===== config.mk =====
export PLATFORM = sky130hd
export DESIGN_NAME = tt_serial_word_tx
export DESIGN_NICKNAME = d
export VERILOG_FILES = /design/src/rtl/tt_serial_word_tx.sv
export SDC_FILE = /design/constraint.sdc
export NUM_CORES = 1
export LEC_CHECK = 0
export CAP_MARGIN = 15
export CORE_ASPECT_RATIO = 1.2
export CORE_UTILIZATION = 45
export DETAILED_ROUTE_END_ITERATION = 16
export HOLD_SLACK_MARGIN = 0.03
export SYNTH_ARGS = -nofsm -noshare
export SYNTH_HDL_FRONTEND = slang
export SYNTH_SLANG_ARGS = --single-unit

===== constraint.sdc =====
create_clock -name clk -period 1.5 [get_ports clk]
set_input_delay 0.15 -clock clk [delete_from_list [all_inputs] [get_ports clk]]
set_output_delay 0.15 -clock clk [all_outputs]
set_load 0.02 [all_outputs]

===== src/rtl/tt_serial_word_tx.sv =====
// Serial word transmitter: a byte-addressed load buffer is shifted out LSB first
// on a single wire, one bit held for CYCLES_PER_BIT clocks, framed by o_ser_valid.
module tt_serial_word_tx #(
    parameter int WORD_BITS      = 64,
    parameter int CYCLES_PER_BIT = 1
) (
    input  logic       clk,
    input  logic       rst,
    input  logic [7:0] i_data_in,
    input  logic [2:0] i_byte_idx,
    input  logic       i_wr_en,
    input  logic       i_start,
    output logic       o_ser_out,
    output logic       o_ser_valid,
    output logic       o_busy,
    output logic       o_done
);

    localparam int NUM_LANES = WORD_BITS / 8;
    localparam int BIT_W     = $clog2(WORD_BITS);

    localparam logic [BIT_W-1:0] LAST_BIT  = BIT_W'(WORD_BITS - 1);
    localparam logic [7:0]       LAST_HOLD = 8'(CYCLES_PER_BIT - 1);

    localparam logic [0:0] ST_IDLE  = 1'b0;
    localparam logic [0:0] ST_SHIFT = 1'b1;

    logic [0:0]           r_state;
    logic [WORD_BITS-1:0] r_buf;
    logic [WORD_BITS-1:0] r_shift;
    logic [BIT_W-1:0]     r_bit_cnt;
    logic [7:0]           r_hold_cnt;
    logic                 r_ser_out;
    logic                 r_ser_valid;
    logic                 r_busy;
    logic                 r_done;

    logic [0:0]           w_state_nxt;
    logic [WORD_BITS-1:0] w_buf_nxt;
    logic [WORD_BITS-1:0] w_shift_nxt;
    logic [BIT_W-1:0]     w_bit_nxt;
    logic [7:0]           w_hold_nxt;
    logic                 w_done_nxt;

    // The buffer update is computed first so a write in the start cycle lands in the frame.
    always_comb begin
        w_buf_nxt = r_buf;
        for (int l = 0; l < NUM_LANES; l++) begin
            if (i_wr_en && (r_state == ST_IDLE) && (i_byte_idx == 3'(l))) begin
                w_buf_nxt[l*8 +: 8] = i_data_in;
            end
        end
    end

    always_comb begin
        w_state_nxt = r_state;
        w_shift_nxt = r_shift;
        w_bit_nxt   = r_bit_cnt;
        w_hold_nxt  = r_hold_cnt;
        w_done_nxt  = 1'b0;
        case (r_state)
            ST_IDLE: begin
                if (i_start) begin
                    w_state_nxt = ST_SHIFT;
                    w_shift_nxt = w_buf_nxt;
                    w_bit_nxt   = '0;
                    w_hold_nxt  = '0;
                end
            end
            ST_SHIFT: begin
                if (r_hold_cnt == LAST_HOLD) begin
                    w_hold_nxt = '0;
                    if (r_bit_cnt == LAST_BIT) begin
                        w_state_nxt = ST_IDLE;
                        w_done_nxt  = 1'b1;
                    end else begin
                        w_shift_nxt = {1'b0, r_shift[WORD_BITS-1:1]};
                        w_bit_nxt   = r_bit_cnt + 1'b1;
                    end
                end else begin
                    w_hold_nxt = r_hold_cnt + 8'd1;
                end
            end
            default: begin
                w_state_nxt = ST_IDLE;
            end
        endcase
    end

    // Outputs are registered from the next-state values so they line up with the state.
    always_ff @(posedge clk) begin
        if (rst) begin
            r_state     <= ST_IDLE;
            r_buf       <= '0;
            r_shift     <= '0;
            r_bit_cnt   <= '0;
            r_hold_cnt  <= '0;
            r_ser_out   <= 1'b0;
            r_ser_valid <= 1'b0;
            r_busy      <= 1'b0;
            r_done      <= 1'b0;
        end else begin
            r_state     <= w_state_nxt;
            r_buf       <= w_buf_nxt;
            r_shift     <= w_shift_nxt;
            r_bit_cnt   <= w_bit_nxt;
            r_hold_cnt  <= w_hold_nxt;
            r_ser_out   <= (w_state_nxt == ST_SHIFT) & w_shift_nxt[0];
            r_ser_valid <= (w_state_nxt == ST_SHIFT);
            r_busy      <= (w_state_nxt == ST_SHIFT);
            r_done      <= w_done_nxt;
        end
    end

    assign o_ser_out   = r_ser_out;
    assign o_ser_valid = r_ser_valid;
    assign o_busy      = r_busy;
    assign o_done      = r_done;

endmodule


Word-level counts from Yosys, hierarchy flattened:

Cells that the tools add are included.
W data, S select, Z words.

* flip-flop bits (word level): 145
* word-level logic and storage cells: 61

* add/subtract/negate cells: 2
* equality and inequality tests: 11
* mux-type cells: 24
* bitwise logic cells: 3
* reduce and logical (&&, ||, !) cells: 13

Operator list (number)
* $mux W64: 3
* $pmux W64 S2: 1
* $mux W8: 10
* $mux W6: 3
* $pmux W8 S2: 1
* $eq A3 B3 Y1 const B: 4
* $pmux W6 S2: 1
* $logic_and A1 B1 Y1: 9
* $add A8 B1 Y8 const B: 1
* $logic_not A8 Y1: 1
* $add A6 B1 Y6 const B: 1
* $eq A3 B2 Y1 const B: 2
* $eq A6 B6 Y1 const B: 1
* $mux W1: 4
* $ne A2 B2 Y1 const B: 2
* $eq A3 B1 Y1 const B: 1
* $logic_not A3 Y1: 1
* $reduce_and A3 Y1: 1
* $reduce_or A3 Y1: 1
* $ne A2 B1 Y1 const B: 1
* $not A1 Y1: 2
* $pmux W1 S2: 1
* $and A1 B1 Y1: 1

Longest topological paths before layout:

* depth after elaboration: 7
* mapped depth: 8
* depth with buffers taken out: 6

Worst setup path after synthesis:

OpenSTA, ideal clock, no wires.

* path type: reg-to-reg
* from: register r_hold_cnt[0]
* to: register r_bit_cnt[5]
* setup time: 72 ps
* arrival time: 1587 ps
* setup slack: -158 ps
* cell stages (with the launch flop): 8
* path buffers: 1
* cell sequence: dfxtp_1 -> inv_1 -> ha_1 -> nor4b_4 -> o2111ai_2 -> buf_4 -> a211oi_2 -> mux2i_1

* cells in the longest elaborated chain, start to end: 3

RTL lines
* start, declared: line 32 `logic [7:0] r_hold_cnt;`
* start signal, assigned: line 107 `r_hold_cnt <= w_hold_nxt;`
* $logic_not A8 Y1: line 71 `if (r_hold_cnt == LAST_HOLD) begin`
* $ne A2 B1 Y1 (no line)
* $reduce_and A3 Y1 (no line)
* end signal, assigned: line 106 `r_bit_cnt <= w_bit_nxt;`
* end, declared: line 31 `logic [BIT_W-1:0] r_bit_cnt;`

Every way passes these cells.
A chain may end at the register's enable or synchronous reset.

Worst setup path in the final report:

* from: register r_hold_cnt[2]
* to: register r_shift[55]

* cells in the longest elaborated chain, start to end: 3

RTL lines
* $logic_not A8 Y1: line 71
* $ne A2 B1 Y1 (no line)
* $reduce_and A3 Y1 (no line)
* end signal, assigned: line 105 `r_shift <= w_shift_nxt;`
* end, declared: line 30 `logic [WORD_BITS-1:0] r_shift;`

Every way passes these cells.

==> results by group <==
Cells and area
  • Fraction of layout cells with a size suffix above 1: 19.7%
  • Non-Filler Instances: 973
  • Final #Nets: 809
  • Fill cells: 1212
  • Area Overhead vs Synth: 29.3%
  • Diode count: 0

STA
  • Final Setup Violations: 78
  • Relative slew slack: 64.8%
  • Unrepaired setup endpoints after global routing: true
  • Fin crit share: 115%
  • Slew @ Worst Pin: 0.528 ns
  • Worst hold slack: 0.0661 ns
  • Final worst slack: -0.232 ns
  • Fmax: 577 MHz
  • Period minus WS final: 1.73 ns
  • Post-Route Setup TNS: -12.48 ns
  • Fin. Hold Viols: 0
  • Clk_skew: 0.00728 ns
  • Slew Viols, Final: 0

Floorplanning
  • Site row count: 47
  • Core region area: 13900 um2
  • Die ar.: 14700 um2
  • Die width: 111 um
  • Initial Utilization: 46.2%
  • Num ports: 19
  • Die Span Y: 133 um

Clocking
  • Clk buf depth: 2
  • Clock Latency Late Sink: 0.42 ns
  • Root buffer cell: clkbuf_16
  • Worst-path clk slew: 0.06 ns
  • Depth of the CTS H-tree: 4
  • CTS tree: built
  • CTS Sinks: 145
  • CTS buffer count: 17

Placed design
  • GPL Wtd Cong: 0.805
  • Port Buffers: 18
  • Placed insts: 926
  • Setup WS pre-CTS: -0.324 ns
  • Post-DP HPWL: 9.75 mm

Logic synthesis
  • Yosys cell types: 36
  • Syn nets: 768
  • Mean post-synth cell area: 8.56 um2
  • Seq/Total Area, Yosys: 45.2%
  • Synthesized flop and latch total: 145
  • Yosys Warn Count: 0
  • Synthesized area: 6420 um2
  • Post-Synthesis Cells: 750

Flow run
  • Max-Cap Viols: 0

GRT
  • Gr ovfl total: 0
  • M1 GR Usage: 30.1%
  • Global routing usage on met3: 5.31%
  • Largest net degree at the start of global routing: 64
  • Vias in the first global route: 5722
  • Busiest grt layer: met2
  • Met2 GRT Util: 43.2%
  • Gr usage total: 24.8%
  • Initial antenna violation count: 0
  • First-pass GRT wire length: 28.8 mm

Setup path
  • Critical path class: flop to flop
  • Crit start category: flop
  • Cells along the critical path: nor3_1 -> buf_4 -> o2111a_2 -> buf_12 -> nand2_1 -> a31oi_1
  • Worst path top cell family by delay: compound AO/OA/AOI/OAI gates
  • Crit path arrival time: 2.08 ns
  • CP endpoint kind: flop
  • CP Max Fanout: 31
  • Worst Path Buf+Inv: 2
  • CP max stage delay: 0.34 ns
  • WP data required: 1.85 ns
  • Critical-path top delay cell: dfxtp_1

Routing
  • Drt drc: 0
  • Vias: 5947
  • Drt pass-1 iters: 5
  • Detailed Route Iter0 Violations: 440
  • Routed wire length: 18.9 mm
  • Vias per inst: 6.11
  • Number of routed nets with antenna violations: 0
  • WL/cell: 19.4 um

Status
  • Outcome: finished, violations left
  • Failing checks: setup timing

Power and ir drop
  • VDD IR max: 696 uV
  • PD cells: 1100 nW/um2
  • Leakage power: 0.00311 uW

Min path
  • Worst hold path class: input pin to flop
flip-flops by register name, indices dropped and copies added (netlist names):
signal / count
o_done: 1
o_ser_out: 1
r_hold_cnt: 8
o_busy: 1
r_bit_cnt: 6
r_shift: 64
r_buf: 64
routing by layer:
metal	vias to the layer above	routed length (um)
met5	-	0
met4	0	510
met3	37	794
met2	166	9460
met1	2912	8110
li1	2832	-
layout by cell type (no fill, tap or decap), types with 4 or more instances in the layout:
| master | count |
|---|---|
| buf_6 | 5 |
| clkdlybuf4s50_1 | 13 |
| mux2i_1 | 4 |
| nand2_1 | 65 |
| and3_1 | 66 |
| nand3_1 | 57 |
| a21boi_0 | 63 |
| buf_12 | 15 |
| a311oi_1 | 5 |
| or3_1 | 4 |
| dfxtp_1 | 142 |
| a31oi_1 | 63 |
| o21a_1 | 63 |
| clkbuf_16 | 21 |
| nor2_1 | 4 |
| clkbuf_1 | 4 |
| buf_4 | 49 |
| nand2_2 | 4 |
| a21oi_1 | 6 |
| o21ai_0 | 65 |
| nand3_2 | 14 |
worst reg2reg max path, cell delays in order, from the launching register on:
cell      delay (ns)
dfxtp_1         0.34
nor3_1          0.28
buf_4           0.22
o2111a_2        0.31
buf_12          0.22
nand2_1         0.13
a31oi_1         0.16
final cells by class:
class	instances	area [um2]	share of cell area, %
clock inverters	6	105	1.27
well taps	171	214	2.58
inverters	4	15.0	0.181
repair buffers	97	1130	13.6
multi-input cells	526	3450	41.6
clock buffers	24	482	5.81
flip-flops and latches	145	2910	35.0
metrics by stage:
stage          utilization (%)  cell area [um2]  total power [uW]
2_1_floorplan                -             6460              4420
3_3_place_gp              51.8             7190              4750
3_5_place_dp              51.8             7190              4760
4_1_cts                   57.8             8020              9100
5_1_grt                   59.8             8300              9420
6_report                  59.8             8300              9130
timing repair:
item / in CTS / in global routing
gates resized for setup: 36 / 31
setup endpoints to repair: 80 / 90
buffers inserted: 4 / 4
pin swaps: 5 / 21
hold buffers: 0 / 0
cloned: 3 / 7
path summary, 6_finish.rpt:
kind	end	from	cells past startpoint	slack [ns]
setup / recovery	r_shift[55]$_SDFFE_PP0P_	r_hold_cnt[2]$_SDFFE_PP0P_	6	-0.23
hold / removal	r_bit_cnt[0]$_SDFFE_PP0P_	rst	2	0.07
setup reg to reg	r_shift[55]$_SDFFE_PP0P_	r_hold_cnt[2]$_SDFFE_PP0P_	6	-0.23
hold reg to reg	r_buf[0]$_SDFF_PP0_	r_buf[0]$_SDFF_PP0_	2	0.46
cells in the mapped netlist:
master / count / area [um2]
and3b_1: 1 / 8.76
or2_2: 1 / 6.26
nand2b_1: 4 / 25.0
or3_1: 4 / 25.0
inv_1: 4 / 15.0
nor2b_1: 4 / 25.0
ha_1: 3 / 37.5
a211oi_2: 1 / 12.5
a311oi_1: 6 / 52.6
o21ai_0: 66 / 330
nor3b_1: 1 / 7.51
o2111ai_2: 1 / 15.0
dfxtp_1: 145 / 2900
clkbuf_1: 55 / 206
nand2_1: 70 / 263
nor2_1: 5 / 18.8
o2111ai_1: 2 / 17.5
buf_2: 12 / 60.1
and2_1: 3 / 18.8
nor4b_4: 1 / 23.8
and4_1: 2 / 17.5
a211oi_1: 1 / 7.51
a31oi_1: 63 / 394
a21boi_0: 65 / 488
mux2i_1: 5 / 50.1
buf_4: 2 / 15.0
a41oi_1: 2 / 17.5
nand3b_1: 1 / 7.51
o21a_1: 63 / 473
nor3_1: 1 / 5.00
a21oi_1: 9 / 45.0
and3_1: 66 / 413
nand3_1: 72 / 360
a22oi_1: 1 / 7.51
buf_1: 6 / 22.5
o2111a_1: 2 / 22.5
power by group:
group          internal (uW)  leakage (uW)  switching (uW)
logic                    366       0.00165             542
registers               3910       0.00117            25.9
clock network           2720      0.000290            1560
total                   7000       0.00311            2130
kinds of logic after synthesis:
kind of cell | count (synthesis) | share of synthesized area (%)
buffers and inverters | 79 | 4.97
DFF | 145 | 45.2
muxes | 5 | 0.780
adders and majority gates | 3 | 0.585
AOI/OAI and AO/OA | 282 | 29.3
and+or+nand+nor | 236 | 19.1
Note: power is estimated with default switching activity, not from simulation.
